**config.mk**
```make
export PLATFORM = sky130hd
export DESIGN_NAME = ks_mp_add_seq
export DESIGN_NICKNAME = d
export VERILOG_FILES = /design/src/rtl/ks_mp_add_seq.sv
export SDC_FILE = /design/constraint.sdc
export NUM_CORES = 1
export LEC_CHECK = 0
export CELL_PAD_IN_SITES_DETAIL_PLACEMENT = 1
export CELL_PAD_IN_SITES_GLOBAL_PLACEMENT = 1
export CORE_UTILIZATION = 25
export CTS_CLUSTER_SIZE = 16
export DETAILED_ROUTE_END_ITERATION = 7
export GPL_TIMING_DRIVEN = 0
export PLACE_DENSITY = 0.83
export SLEW_MARGIN = 40
export SYNTH_ARGS = -nofsm -noshare
export SYNTH_HDL_FRONTEND = slang
export SYNTH_SLANG_ARGS = --single-unit
```
**constraint.sdc**
```tcl
create_clock -name clk -period 1.9 [get_ports clk]
set_input_delay 0.285 -clock clk [delete_from_list [all_inputs] [get_ports clk]]
set_output_delay 0.285 -clock clk [all_outputs]
set_load 0.1 [all_outputs]
```
**src/rtl/ks_mp_add_seq.sv**
```systemverilog
// Multi-precision add/subtract sequencer driving one external combinational WORD_W-bit adder.
// Optional KS_SEQ_OVF_EN adds a signed-overflow output for the full-length result.
//   state   | meaning
//   S_IDLE  | waiting for start; carry_out/overflow hold the last result
//   S_RUN   | accepting operand pairs, chaining carry word to word
//   S_DRAIN | last pair taken; waiting for the final sum word to be consumed
module ks_mp_add_seq #(
   parameter int WORD_W = 8,
   parameter int CNT_W  = 4
) (
   input  logic              clk,
   input  logic              rst,
   input  logic              start,
   input  logic [CNT_W-1:0]  len,
   input  logic              sub,
   input  logic              in_valid,
   output logic              in_ready,
   input  logic [WORD_W-1:0] a_word,
   input  logic [WORD_W-1:0] b_word,
   output logic              out_valid,
   input  logic              out_ready,
   output logic [WORD_W-1:0] sum_word,
   output logic              out_last,
   output logic [WORD_W-1:0] add_a,
   output logic [WORD_W-1:0] add_b,
   output logic              add_cin,
   input  logic [WORD_W-1:0] add_sum,
   input  logic              add_cout,
   output logic              busy,
   output logic              done,
   output logic              carry_out
`ifdef KS_SEQ_OVF_EN
   ,
   output logic              overflow
`endif
);

   typedef enum logic [1:0] {S_IDLE, S_RUN, S_DRAIN} state_t;

   state_t            state, state_nxt;
   logic [CNT_W-1:0]  cnt;
   logic [CNT_W-1:0]  len_reg;
   logic              sub_reg;
   logic              carry_reg;
   logic              accept;
   logic              last_pair;

   assign add_a     = a_word;
   assign add_b     = sub_reg ? ~b_word : b_word;
   assign add_cin   = carry_reg;
   assign last_pair = (cnt == len_reg);
   assign accept    = in_valid && in_ready;

   always_ff @(posedge clk or posedge rst) begin
      if (rst) state <= S_IDLE;
      else     state <= state_nxt;
   end

   always_comb begin
      state_nxt = state;
      in_ready  = 1'b0;
      busy      = 1'b0;
      done      = 1'b0;
      case (state)
         S_IDLE: begin
            if (start) state_nxt = S_RUN;
         end
         S_RUN: begin
            busy     = 1'b1;
            in_ready = !out_valid || out_ready;
            if (in_valid && in_ready && last_pair) state_nxt = S_DRAIN;
         end
         S_DRAIN: begin
            busy = 1'b1;
            if (out_valid && out_ready && out_last) begin
               done      = 1'b1;
               state_nxt = S_IDLE;
            end
         end
         default: state_nxt = S_IDLE;
      endcase
   end

   // cnt wraps to 0 after a max-length run; harmless because the FSM has left RUN.
   always_ff @(posedge clk or posedge rst) begin
      if (rst) begin
         cnt       <= '0;
         len_reg   <= '0;
         sub_reg   <= 1'b0;
         carry_reg <= 1'b0;
         sum_word  <= '0;
         out_valid <= 1'b0;
         out_last  <= 1'b0;
         carry_out <= 1'b0;
`ifdef KS_SEQ_OVF_EN
         overflow  <= 1'b0;
`endif
      end else begin
         if (state == S_IDLE && start) begin
            cnt       <= '0;
            carry_reg <= sub;
            len_reg   <= len;
            sub_reg   <= sub;
         end
         if (accept) begin
            sum_word  <= add_sum;
            out_valid <= 1'b1;
            out_last  <= last_pair;
            carry_reg <= add_cout;
            cnt       <= cnt + 1'b1;
            if (last_pair) begin
               carry_out <= add_cout;
`ifdef KS_SEQ_OVF_EN
               overflow  <= a_word[WORD_W-1] ^ add_b[WORD_W-1] ^ add_sum[WORD_W-1] ^ add_cout;
`endif
            end
         end else if (out_ready) begin
            out_valid <= 1'b0;
            out_last  <= 1'b0;
         end
      end
   end

endmodule

```
# Yosys cells after proc, flatten, opt, wreduce, memory -nomap -nowiden
# Index checks and enable logic that the tools add are counted.
# Widths: inputs -> output; s select.
[totals] reg_bits=23 inputBits=35 output_inout_bits=31 wordCells=47
[classes] add_sub_neg=1 n_eq_ne=6 n_mux=16 n_bitwise=1 reduce_logical=14
[op_table] operator="$mux 1" n=9
[op_table] operator="$mux 4" n=2
[op_table] operator="$mux 8" n=1
[op_table] operator="$not 8->8" n=1
[op_table] operator="$logic_and 1x1->1" n=6
[op_table] operator="$mux 2" n=3
[op_table] operator="$ne 2x2->1 const B" n=3
[op_table] operator="$pmux 2 s3" n=1
[op_table] operator="$add 4x1->4 const B" n=1
[op_table] operator="$eq 4x4->1" n=1
[op_table] operator="$reduce_bool 2->1" n=2
[op_table] operator="$reduce_and 3->1" n=1
[op_table] operator="$eq 2x1->1 const B" n=1
[op_table] operator="$eq 2x2->1 const B" n=1
[op_table] operator="$logic_not 2->1" n=1
[op_table] operator="$reduce_and 2->1" n=1
[op_table] operator="$reduce_or 2->1" n=1
[op_table] operator="$logic_not 1->1" n=1
[op_table] operator="$logic_or 1x1->1" n=1

# Longest topological paths before layout
# Gate-level depths: netlist of the first run.
[depth] ltp_word=6 ltp_mapped=7 mapped_depth_nobuf=6

# Least setup slack after synthesis of the first run
# No wires, ideal clock.
[synth_path] kind="reg-to-output" start="register out_valid" end="output port done" setup_slack_ns=-0.895 arrival_time_ns=2.510 path_stages_with_launch=3 t_required_ns=1.615 n_path_buf=0 path_cell_list="dfrtp_1 nand3_1 nor2_1"
[synth_via] elab_chain_len=4
[synth_lines] item="start: declaration" line_no="20" text="output logic out_valid,"
[synth_lines] item="start signal: assignment" line_no="92" text="out_valid <= 1'b0;"
[synth_lines] item="start signal: assignment" line_no="107" text="out_valid <= 1'b1;"
[synth_lines] item="start signal: assignment" line_no="118" text="out_valid <= 1'b0;"
[synth_lines] item="$logic_and 1x1->1 (2 in series)" line_no="75" text="if (out_valid && out_ready && out_last) begin"
[synth_lines] item="$mux 1" line_no="75"
[synth_lines] item="$mux 1" line_no="64" text="case (state)"
[synth_lines] item="end: declaration" line_no="30" text="output logic done,"
# No other way between the ends.

# Final worst setup path of the first run
[layout_path] start="register state[0]" end="output port done"
[layout_via] elab_chain_len=2
[layout_lines] item="start: declaration" line_no="40" text="state_t state, state_nxt;"
[layout_lines] item="start signal: assignment" line_no="56" text="else state <= state_nxt;"
[layout_lines] item="$eq 2x2->1" line_no="64"
[layout_lines] item="$mux 1" line_no="64"
# No other way between the ends.

==> reports/results.md, run 1 <==
| Step | Result | Value |
|---|---|---|
| final layout | Filler instances | 578 |
| setup path | Setup Crit Path Kind | reg -> out |
| final layout | Ant diodes | 0 |
| die | Starting utilization of the core area | 26.3% |
| final layout | Most frequent standard cell in the layout excluding fill and tap cells | sky130_fd_sc_hd__nand2_1 |
| timing | Shortest period the worst path allows | 1780 ps |
| global route | Number of global-route vias before repair | 1,103 |
| setup path | Critical register-to-register path endpoint | carry_out |
| yosys | Number of warnings issued by yosys | 0 |
| timing | Final hold violation count | 0 |
| cts | Clk slew on worst S/H paths | 80 ps |
| yosys | Number of flops mapped to enable cells by yosys | 0 |
| yosys | Netlist cell types | 26 |
| placement | RD Place Congestion | 0.751 |
| drt | Drt initial violations | 28 |
| timing | Final setup violating endpoints | 0 |
| drt | Routed vias/inst | 4.29 |
| setup path | FF-to-FF Start | state[1] |
| timing | Worst slew slack as a fraction of its limit | 67.6% |
| timing | Final Max Slew Viols | 0 |
| drt | Via count | 1,102 |
| yosys | Avg Inst Size Synth | 9.77 um2 |
| setup path | Reg2reg setup slack | 340 ps |
| timing | Upper clock frequency limit | 563 MHz |
| final layout | # nets final | 231 |
| drt | Number of detailed-routing iterations run before antenna repair | 3 |
| flow run | Number of max-cap violations | 0 |
| cts | Clock buffers created by TritonCTS | 3 |
| final layout | Number of flip-flops under the largest register name | 8 |
| global route | Overall fraction of global-route tracks in use | 12.3% |
| hold path | Worst hold path class | in -> async |
| setup path | Kind of start point of the critical path | flip-flop |
| timing | Worst hold margin | 355 ps |
| global route | Remaining global-route overflow | 0 |
| drt | Routed len/inst | 11.7 um |
| global route | Pin count of the biggest net entering global routing | 24 |
| placement | HPWL reported at the end of detailed placement | 2.41 mm |
| setup path | Endpoint required time on the critical path | 1620 ps |
| cts | TritonCTS clock tree | yes |
| yosys | Most used flip-flop cell after synthesis | sky130_fd_sc_hd__dfrtp_1 |
| setup path | Biggest fanout along the worst timing path | 4 |
| timing | Worst clock skew | 2.99 ps |
| yosys | Fraction of the yosys area taken by sequential cells | 45.7% |
| die | Die Height | 73.0 um |
| setup path | Top cell family by delay on the critical path | buffers and inverters |
| setup path | Worst Reg-to-Reg Cells | 6 |
| die | CORE AREA | 0.00479 mm2 |
| yosys | Netlist Area Pre-Place | 0.00126 mm2 |
| cts | Setup fix buffers added after clock tree synthesis | 0 |
| yosys | Post-synthesis instance total | 129 |
| global route | Initial antenna violation count | 0 |
| yosys | Register bit total from synthesis | 23 |
| placement | Number of I/O port buffers | 57 |
| setup path | Slowest cell on crit path | sky130_fd_sc_hd__dfrtp_1 |
| setup path | Longest individual stage delay on the worst path | 420 ps |
| setup path | Critical path, cell by cell | inv_1 -> ha_1 -> inv_1 -> nor2_4 -> clkbuf_4 |
| final layout | Area taken by flip-flops and latches | 577 um2 |
| die | Number of I/O pins | 66 |
| final layout | Most used cells in the layout excluding fill and tap cells | sky130_fd_sc_hd__nand2_1 (33), sky130_fd_sc_hd__buf_2 (31), sky130_fd_sc_hd__clkdlybuf4s50_1 (26), sky130_fd_sc_hd__dfrtp_1 (22), sky130_fd_sc_hd__buf_4 (11) |
| cts | Total of hold buffers inserted after clock tree synthesis | 0 |
| timing | Final TNS setup | 0 ps |
| setup path | Worst path most repeated cell | sky130_fd_sc_hd__inv_1 |
| timing | Post-route fraction of the period consumed by the critical path | 93.5% |
| setup path | Data arrival time of the critical path | 1490 ps |
| die | Total die area | 0.00533 mm2 |
| setup path | Buffer and inverter count on the worst path | 3 |
| drt | Remaining antenna violation count | 0 |
| final layout | Multi-input gate area in the final layout | 586 um2 |
| yosys | Fraction of registers with async set/reset | 100% |
| timing | RSZ-0062 raised after global routing | false |
| global route | First-pass GRT wire length | 5.02 mm |
| cts | Number of buffers on the longest clock path | 2 |
| die | Die W | 73.0 um |
| drt | DRC violation count after routing | 0 |
| cts | Count of clock tree sinks | 23 |
| timing | Final critical-path setup slack | 123 ps |
| run status | Result of the run | completed |
| yosys | Net Count, Synth | 169 |
| drt | Total wirelength of the detailed-routed design | 3.02 mm |
| final layout | Fraction of layout instances using a drive strength above 1 | 31.1% |
| placement | Pre-CTS WS | 97.7 ps |
| cts | Post_cts resized | 1 |
| final layout | Syn-to-layout area delta | 44.4% |
| timing | Transition time at the pin with the least slew margin | 486 ps |
| cts | Clock latency on the worst-skew pair | 260 ps |
| setup path | CP Capture Type | primary output |
| cts | CTS H-tree depth | 1 |
| die | Number of rows in the core area | 25 |
| final layout | Core utilization of the finished layout | 38.0% |
| cts | Root cell of the clock tree | sky130_fd_sc_hd__clkbuf_8 |
## through the flow
step / instance area, um2 / instances
after floorplan: 1270 / 129
after global placement: 1920 / 253
after detailed placement: 1770 / 253
after CTS: 1820 / 257
after global routing: 1820 / 257
final: 1820 / 257
## worst max path at each step
| stage | from | endpoint | slack [ps] | cells after the start |
|---|---|---|---|---|
| 2_1_floorplan | sub_reg | add_b[0] | -360 | 2 |
| 3_3_place_gp | out_ready | in_ready | -600 | 4 |
| 3_5_place_dp | out_ready | done | 100 | 4 |
| 4_1_cts | state[0] | done | 0.7 | 5 |
| 5_1_grt | state[0] | done | 40 | 5 |
| 6_report | state[0] | done | 120 | 5 |
## area by class of cell
class | instances | area share [%]
Multi-Input combinational cell | 88 | 32.2
Sequential cell | 23 | 31.7
Timing Repair Buffer | 57 | 23.1
Buffer | 12 | 4.68
Tap cell | 67 | 4.61
Clock buffer | 4 | 2.48
Inverter | 6 | 1.24
## synthesized netlist by cell type, types with 3 or more instances
cell type	number	area [um2]
sky130_fd_sc_hd__ha_1	5	62.6
sky130_fd_sc_hd__and3_1	3	18.8
sky130_fd_sc_hd__o21ai_0	4	20.0
sky130_fd_sc_hd__xor2_1	8	70.1
sky130_fd_sc_hd__nand2_1	33	124
sky130_fd_sc_hd__mux2i_1	3	30.0
sky130_fd_sc_hd__mux2_2	4	45.0
sky130_fd_sc_hd__xnor2_1	5	43.8
sky130_fd_sc_hd__inv_1	6	22.5
sky130_fd_sc_hd__buf_4	10	75.1
sky130_fd_sc_hd__nand3_1	6	30.0
sky130_fd_sc_hd__dfrtp_1	23	576
## metal layers
| metal | GRT usage, % | vias up | wire, um |
|---|---|---|---|
| met5 | 0 | - | 0 |
| met3 | 3.45 | 5 | 254 |
| met1 | 13.3 | 518 | 1170 |
| met4 | 3.92 | 0 | 38 |
| li1 | - | 532 | - |
| met2 | 22.7 | 47 | 1550 |
## worst register-to-register path, cell delays in order (launching register included)
cell and delay, ps:
sky130_fd_sc_hd__dfrtp_1 410, sky130_fd_sc_hd__inv_1 110, sky130_fd_sc_hd__ha_1 250, sky130_fd_sc_hd__and3_1 180, sky130_fd_sc_hd__buf_4 140, sky130_fd_sc_hd__nand2_2 70, sky130_fd_sc_hd__mux2_4 290
## logic make-up (layout without fill, tap and decap cells)
logic type | count (synthesis) | in the layout | synth area share, %
adder cells (fa/ha/maj) | 5 | 5 | 4.97
buffers and inverters | 18 | 79 | 8.54
AND/OR/NAND/NOR | 50 | 50 | 18.5
XOR/XNOR | 13 | 13 | 9.04
AO/OA/AOI/OAI | 12 | 12 | 6.16
flip-flops | 23 | 23 | 45.7
multiplexers | 8 | 8 | 7.15
Power of run 1 is not shown: default switching activity piles up to over one toggle a cycle in this logic, so the estimate is an artifact.
==> run 2, diff against run 1 <==
- HOLD_SLACK_MARGIN: default -> 0.12
==> results of run 2 <==
Same layout as run 1: the final DEF is identical, and so are final timing and power.
Power of run 2 is left out for the same reason.
